==> config.mk <==
export PLATFORM = sky130hd
export DESIGN_NAME = regfile_wb_arbiter
export DESIGN_NICKNAME = d
export VERILOG_FILES = /design/src/rtl/regfile_wb_arbiter.sv
export SDC_FILE = /design/constraint.sdc
export NUM_CORES = 1
export LEC_CHECK = 0
export ABC_AREA = 1
export CAP_MARGIN = 20
export CORE_MARGIN = 5
export CORE_UTILIZATION = 42
export CTS_BUF_LIST = sky130_fd_sc_hd__clkbuf_4
export DETAILED_ROUTE_END_ITERATION = 16
export GPL_TIMING_DRIVEN = 0
export PLACE_DENSITY_LB_ADDON = 0.3
export SKIP_LAST_GASP = 1
export SYNTH_ARGS = -nofsm -noshare
export SYNTH_HDL_FRONTEND = slang
export SYNTH_SLANG_ARGS = --single-unit
==> constraint.sdc <==
create_clock -name clk -period 1.7 [get_ports clk]
set_input_delay 0.17 -clock clk [delete_from_list [all_inputs] [get_ports clk]]
set_output_delay 0.17 -clock clk [all_outputs]
set_load 0.01 [all_outputs]
==> src/rtl/regfile_wb_arbiter.sv <==
// Shares one regfile write port between the pipeline (P, fixed priority) and a buffered multicycle unit (M).
// M results wait in a 1-entry holding buffer; a starved result eventually requests a pipeline bubble.
module regfile_wb_arbiter #(
  parameter int STARVE_LIMIT = 3
) (
  input  logic        clk,
  input  logic        reset,
  input  logic        p_valid,
  input  logic [4:0]  p_addr,
  input  logic [31:0] p_data,
  input  logic        m_valid,
  input  logic [4:0]  m_addr,
  input  logic [31:0] m_data,
  output logic        m_ready,
  output logic        stall_req,
  output logic [4:0]  wa3,
  output logic [31:0] wd3,
  output logic        write_enable
);

  typedef enum logic [1:0] {IDLE, HOLD, FORCE} state_t;

  state_t      state_q, state_d;
  logic [4:0]  hold_addr_q, hold_addr_d;
  logic [31:0] hold_data_q, hold_data_d;
  logic [3:0]  cnt_q, cnt_d;
  logic        m_ready_q, m_ready_d;
  logic        stall_req_q, stall_req_d;

  logic       p_eff;
  logic       buf_full;
  logic       buf_wr;
  logic       waw_hit;
  logic [3:0] cnt_inc;

  always_comb begin
    p_eff    = p_valid && (p_addr != 5'd0);
    buf_full = (state_q != IDLE);
    // A held result is never written while reset is asserted.
    buf_wr   = buf_full && !p_eff && !reset;
    waw_hit  = buf_full && p_eff && (p_addr == hold_addr_q);
    cnt_inc  = (cnt_q == 4'hF) ? cnt_q : cnt_q + 4'd1;

    state_d     = state_q;
    hold_addr_d = hold_addr_q;
    hold_data_d = hold_data_q;
    cnt_d       = cnt_q;

    case (state_q)
      IDLE: begin
        // An accept targeting r0 is consumed without filling the buffer.
        if (m_valid && m_ready_q && (m_addr != 5'd0)) begin
          state_d     = HOLD;
          hold_addr_d = m_addr;
          hold_data_d = m_data;
          cnt_d       = 4'd0;
        end
      end
      HOLD, FORCE: begin
        // Either the buffer drains, or P overwrote the same register and the held value is stale.
        if (!p_eff || waw_hit) begin
          state_d = IDLE;
          cnt_d   = 4'd0;
        end else begin
          cnt_d = cnt_inc;
          if ((state_q == HOLD) && (cnt_inc >= 4'(STARVE_LIMIT)))
            state_d = FORCE;
        end
      end
      default: begin
        state_d = IDLE;
        cnt_d   = 4'd0;
      end
    endcase

    m_ready_d   = (state_d == IDLE);
    stall_req_d = (state_d == FORCE);
  end

  always_ff @(posedge clk) begin
    if (reset) begin
      state_q     <= IDLE;
      hold_addr_q <= 5'd0;
      hold_data_q <= 32'd0;
      cnt_q       <= 4'd0;
      m_ready_q   <= 1'b1;
      stall_req_q <= 1'b0;
    end else begin
      state_q     <= state_d;
      hold_addr_q <= hold_addr_d;
      hold_data_q <= hold_data_d;
      cnt_q       <= cnt_d;
      m_ready_q   <= m_ready_d;
      stall_req_q <= stall_req_d;
    end
  end

  always_comb begin
    write_enable = 1'b0;
    wa3          = 5'd0;
    wd3          = 32'd0;
    if (p_eff) begin
      write_enable = 1'b1;
      wa3          = p_addr;
      wd3          = p_data;
    end else if (buf_wr) begin
      write_enable = 1'b1;
      wa3          = hold_addr_q;
      wd3          = hold_data_q;
    end
  end

  assign m_ready   = m_ready_q;
  assign stall_req = stall_req_q;

endmodule
==> out/results.ini, run 1 <==
[job]
max-cap-violations=0

[synth]
yosysUniqueCellTypes=27
synth_top_area_cell=dfxtp_1
ys_ff_latch=45
syn-instance-count=345
yosysWarnings=0
post-synth-top-count-cell=inv_1
netlist.area_leader.share=0.365
synth_edf_count=0
ys.flop_type=dfxtp_1
synth_common_cells=54 x inv_1, 46 x o21ai_0, 45 x dfxtp_1, 43 x a21oi_1, 37 x nand2_1
syn_nets=427
synthTopCellsByArea=dfxtp_1 37%, o21ai_0 9.3%, a21oi_1 8.7%, inv_1 8.2%, nand3_1 7.3%
seq_area_frac_synth=0.365
avgSynthCellArea_sq_um=7.14
synthArstFlopShare=0
netlist_area_sq_um=2460

[final_layout]
area_delta_synth_final_pct=55.1
drive_above_1_share=0.240
nNetsFinal=561
antenna_cells=0
fin_area_sq_um=3820

[global_route]
grt_pass1_wl_um=12800
grt_use_met2=0.386
top_usage_layer=met2
grt.total_usage=0.212
antenna_found_initial=0
grt_pass1_vias=2721
use_met3=0.0466
gr-usage-met1=0.248
gr-total-overflow=0
grt_max_degree=14

[clock_network]
cts_buffer_depth=2
clkSinkCount=45
cts.clk_slew.worst_paths_ns=0.13
tritoncts=built
cts_inserted_buffers=5
cts_hold_buf=0
cts_root_buffer=clkbuf_4
htree_levels=2
clk_latency_ns=0.36

[sta]
max_freq_mhz=542
setup_viol=36
drv_slew=0
tightestPinTransition_ns=0.459
hold_viol=0
finClkSkew_ns=0.0129
period_share=1.08
fin_ws_ns=-0.144
max_slew_margin=0.694
period_needed_ns=1.84
timing.hold.ws_ns=0.409
rsz0062_at_grt=yes
tns_ns=-2.54

[route]
wl_um=8250
firstDrtPassIters=5
wl_per_cell_um=14.9
remaining_drc_errors=0
via_count=2817
antenna_left=0
viasPerCell=5.08
dr.first_iter.drc_count=124

[floorplan]
start_util=0.424
fp.dieArea_sq_um=7500
ios=118
fp.dieW_um=86.6
die_h_um=86.6
num_rows=28
core_region_area_sq_um=5820

[power_and_ir_drop]
finalPower_mw=2.78
irDropWorstVdd_mv=0.360
combPwrFrac=0.363
pwr-share-seq=0.451
power_switching_mw=0.942
p_int_mw=1.84
power_leakage_nw=1.68
p_per_area_nw_per_um2=728
clkPwrFrac=0.187
p_sw_frac=0.338

[placed_design]
hpwlAfterDp_um=5920
post_dp_cell_area_sq_um=3720
io_buffer_count=116
dp_slack_ns=-0.670
gp_congestion=0.850

[worst_hold_path]
hp-class=input pin to flop

[setup_path]
rr_endpoint=m_ready
rr_worst_depth=13
max_stage_delay_ns=0.38
worst-endpoint-arrival_ns=1.67
crit_start=state_q[1]
worst_path_most_repeated_cell=inv_4
cp_max_fo=7
cp_slowest_cell=dfxtp_2
cp.required_ns=1.53
rrSetupSlack_ns=0.12
end_kind=primary output
cp_cell_sequence=inv_4 > ha_4 > inv_4 > nand3_4 > buf_12 > clkbuf_16 > o22ai_2 > buf_2
crit_end=wa3[3]
criticalPathCategory=flop to primary output
start_kind=flop
r2r_start=state_q[1]

[outcome]
status=finished with violations
violations=negative setup slack

## worst min path at each step
| stage | from | end | slack (ns) | cells past startpoint |
|---|---|---|---|---|
| 5_1_grt | m_data[13] | hold_data_q[13] | 0.40 | 3 |
| 3_5_place_dp | hold_data_q[14] | hold_data_q[14] | 0.44 | 2 |
| 6_report | m_data[12] | hold_data_q[12] | 0.41 | 3 |
| 4_1_cts | m_data[12] | hold_data_q[12] | 0.40 | 3 |
| 2_1_floorplan | m_addr[3] | hold_addr_q[3] | 0.29 | 1 |
| 3_3_place_gp | hold_data_q[15] | hold_data_q[15] | 0.44 | 2 |
## worst max-delay path, delay by kind of cell, from the launching register on
| family | cells | cell delay (ns) |
|---|---|---|
| buffers and inverters | 5 | 0.60 |
| adder cells (fa/ha/maj) | 1 | 0.16 |
| AO/OA/AOI/OAI | 1 | 0.09 |
| flip-flops | 1 | 0.38 |
| AND/OR/NAND/NOR | 1 | 0.09 |
## cell type report
cell class                 count  area, sq um
inverter                      56          215
clock buffer                   6         45.0
tap                           75         93.8
fill                         514         1990
multi-input combinational    221         1270
sequential                    45          906
clock inverter                 2         10.0
timing repair buffer         128         1110
buffer                        22          171
## power groups by stage
| stage | Combinational [mW] | Sequential, mW | Clock, mW |
|---|---|---|---|
| finish | 1.01 | 1.25 | 0.520 |
| global route | 1.11 | 1.27 | 0.569 |
| CTS | 0.958 | 1.25 | 0.525 |
| detailed placement | 0.958 | 1.27 | 0 |
| global placement | 0.937 | 1.27 | 0 |
| floorplan | 0.532 | 1.26 | 0 |
## cell families after synthesis
| family | after synthesis | synth area share |
|---|---|---|
| flip-flops | 45 | 0.365 |
| buffers and inverters | 79 | 0.140 |
| XOR/XNOR | 1 | 0.00355 |
| AND/OR/NAND/NOR | 92 | 0.181 |
| adder cells (fa/ha/maj) | 4 | 0.0203 |
| AO/OA/AOI/OAI | 124 | 0.290 |
## metrics by stage
step,instances,utilization
global route,555,0.657
finish,555,0.657
global placement,536,0.640
CTS,553,0.643
detailed placement,536,0.640
floorplan,345,-
## flip-flops by register name, indices dropped and copies added, names as in the netlist
signal       cells
hold_addr_q      5
cnt_q            4
m_ready          1
stall_req        1
state_q          2
hold_data_q     32
## timing repair
item                       4_1_cts  5_1_grt
buffers inserted                 7        2
resized for setup              184       22
gates cloned                     2        1
hold endpoints to repair         0        0
setup endpoints to repair       38       44
pin swaps                        6        1
## cell usage in the layout (no fill, tap or decap), types with 10 or more instances in the layout
cell / instances
a21oi_1: 43
buf_2: 41
buf_4: 10
clkdlybuf4s50_1: 75
dfxtp_1: 41
inv_1: 51
nand2_1: 36
nand3_1: 36
o21ai_0: 36
o21ai_1: 21
o21ai_2: 17
## per-layer routing
layer  vias up  wire [um]
li1       1410          -
met1      1287       3190
met2        99       4320
met3        21        562
met4         0        188
met5         -          0
Power figures use the tool's default switching activity.
==> run 2: changes to the inputs <==
Settings changed: CORE_UTILIZATION 42 to 41, CTS_BUF_LIST sky130_fd_sc_hd__clkbuf_4 to unset.
==> run 2 against run 1 <==
  * First-iteration DRC count shrank 9.7%
  * The run still ends with negative setup slack left
  * Cell count grew 0.18%
  * Largest cell class unchanged
  * Highest routed layer unchanged
  * Worst hold slack gained 0.044 ns
  * Worst setup slack gained 0.087 ns
  * Die area grew 2.2%
  * Via count shrank 1.7%
==> out/results.ini, run 2 (synthesis gave the netlist of run 1 again) <==
[sta]
hold_viol=0  ; unchanged
drv_slew=0  ; unchanged
period_needed_ns=1.76  ; -0.0871 ns
finClkSkew_ns=0.00414  ; -0.00876 ns
fin_ws_ns=-0.0565  ; +0.0871 ns
setup_viol=19  ; -47%
timing.hold.ws_ns=0.453  ; +0.0441 ns
tightestPinTransition_ns=0.469  ; +0.0106 ns
period_share=1.03  ; -0.0512
rsz0062_at_grt=yes
max_freq_mhz=569  ; +5.0%
max_slew_margin=0.687  ; -0.00705

[final_layout]
final_common_cell=clkdlybuf4s50_1
final_util=0.658  ; about the same
area_delta_synth_final_pct=57.1
largest_reg_flops=32  ; unchanged
fin_cells=556  ; +0.18%
antenna_cells=0  ; unchanged
drive_above_1_share=0.229  ; -0.0109
nNetsFinal=562  ; +0.18%
layout_common_cells=73 x clkdlybuf4s50_1, 51 x inv_1, 43 x a21oi_1
largest-register=hold_data_q
reg_top3=hold_data_q: 32 flops, hold_addr_q: 5 flops, cnt_q: 4 flops
fin_area_sq_um=3870  ; +1.3%

[route]
antenna_left=0  ; unchanged
wl_per_cell_um=14.5  ; -2.8%
via_count=2769  ; -1.7%
firstDrtPassIters=4  ; -1
dr.first_iter.drc_count=112  ; -9.7%
viasPerCell=4.98  ; -1.9%
wl_um=8040  ; -2.6%
remaining_drc_errors=0  ; unchanged

[floorplan]
ios=118  ; unchanged
die_h_um=87.5  ; +1.1%
start_util=0.419  ; -0.00505
fp.dieArea_sq_um=7660  ; +2.2%
core_region_area_sq_um=5890  ; +1.2%
fp.dieW_um=87.5  ; +1.1%
num_rows=28  ; unchanged

[power_and_ir_drop]
p_per_area_nw_per_um2=797  ; +9.4%
p_sw_frac=0.306  ; -0.0319
pwr-share-seq=0.406  ; -0.045
irDropWorstVdd_mv=0.482  ; +34%
power_switching_mw=0.945  ; +0.38%
clkPwrFrac=0.273  ; +0.086
combPwrFrac=0.320  ; -0.043
p_int_mw=2.14  ; +16%
power_leakage_nw=1.70  ; +1.5%

[setup_path]
start_kind=input pin
cp.required_ns=1.53  ; about the same
worst-path-buf-inv=5  ; unchanged
crit_start=reset
end_kind=primary output
cp_cell_sequence=clkdlybuf4s50_1 > inv_1 > nand3_4 > buf_12 > buf_12 > o21ai_4 > buf_2
cp_slowest_cell=clkdlybuf4s50_1
worst_path_most_repeated_cell=buf_12
worst-endpoint-arrival_ns=1.59  ; -0.08 ns
max_stage_delay_ns=0.46  ; +0.08 ns
r2r_start=state_q[1]
criticalPathCategory=input pin to primary output
cp_max_fo=7  ; unchanged
path_delay_family=buffers and inverters
rrSetupSlack_ns=0.12  ; about the same

[job]
max-cap-violations=0  ; unchanged

[global_route]
grt_max_degree=14  ; unchanged
grt_pass1_wl_um=12700  ; -0.71%
antenna_found_initial=0  ; unchanged
grt_use_met2=0.383  ; -0.00308
gr-total-overflow=0  ; unchanged
grt.total_usage=0.207  ; -0.00470
gr-usage-met1=0.248  ; +0.000461
grt_pass1_vias=2724  ; +0.11%
top_usage_layer=met2
use_met3=0.0414  ; -0.00519

[clock_network]
cts.clk_slew.worst_paths_ns=0.08  ; -0.05 ns
clkSinkCount=45  ; unchanged
cts_inserted_buffers=5  ; unchanged
cts_buffer_depth=2  ; unchanged
cts_root_buffer=clkbuf_8
tritoncts=built
clk_latency_ns=0.30  ; -0.06 ns
htree_levels=2  ; unchanged

[placed_design]
dp_cells=536  ; unchanged
io_buffer_count=116  ; unchanged
hpwlAfterDp_um=5860  ; -0.97%
post_dp_cell_area_sq_um=3720  ; unchanged
gp_congestion=0.844  ; -0.73%

[outcome]
status=finished with violations
violations=negative setup slack

[worst_hold_path]
hp-class=flop to flop
hold_path_startpoint=hold_data_q[13]

[run 2: area by class of cell]
cell class              instances  area [sq um]
repair buffers                128          1100
clock buffers                   7          86.3
multi-input cells             221          1260
clock inverters                 1          30.0
inverters                      56           213
fillers                       509          2010
plain buffers                  23           178
well taps                      75          93.8
flip-flops and latches         45           905
[run 2: worst paths after layout]
kind                     endpoint  cells after the start
setup / recovery          wd3[28]                      7
hold / removal    hold_data_q[13]                      2
setup reg to reg  hold_data_q[30]                      7
hold reg to reg   hold_data_q[13]                      2
[run 2: per-layer routing]
metal	vias up	share of wire
li1	1412	-
met1	1276	0.42
met2	74	0.51
met3	7	0.061
met4	0	0.0083
met5	-	0
[run 2: worst min-delay path: cells and delay by family, from the launching register on]
family	cells	cell delay (ns)
flops	1	0.30
compound gates	1	0.05
buf+inv	1	0.05
[run 2: stage by stage]
stage	setup TNS [ns]	setup slack, ns	total power, mW
4_1_cts	-0.426	-0.0503	3.07
3_3_place_gp	-23.16	-0.652	2.21
3_5_place_dp	-24.38	-0.693	2.23
6_report	-0.562	-0.0565	3.09
2_1_floorplan	0	0.299	1.80
5_1_grt	-2.05	-0.130	3.27
[run 2: power groups by stage]
stage / clock network (mW) / registers (mW) / logic, mW
finish: 0.844 / 1.25 / 0.989
global route: 0.897 / 1.27 / 1.10
CTS: 0.854 / 1.25 / 0.963
detailed placement: 0 / 1.27 / 0.958
global placement: 0 / 1.27 / 0.937
floorplan: 0 / 1.26 / 0.532
[run 2: what timing repair did]
| item | 4_1_cts | 5_1_grt |
|---|---|---|
| pin swaps | 5 | 3 |
| gates cloned | 2 | 1 |
| buffers inserted | 9 | 0 |
| setup endpoints to repair | 38 | 38 |
| hold buffers | 0 | 0 |
| resized for setup | 186 | 15 |
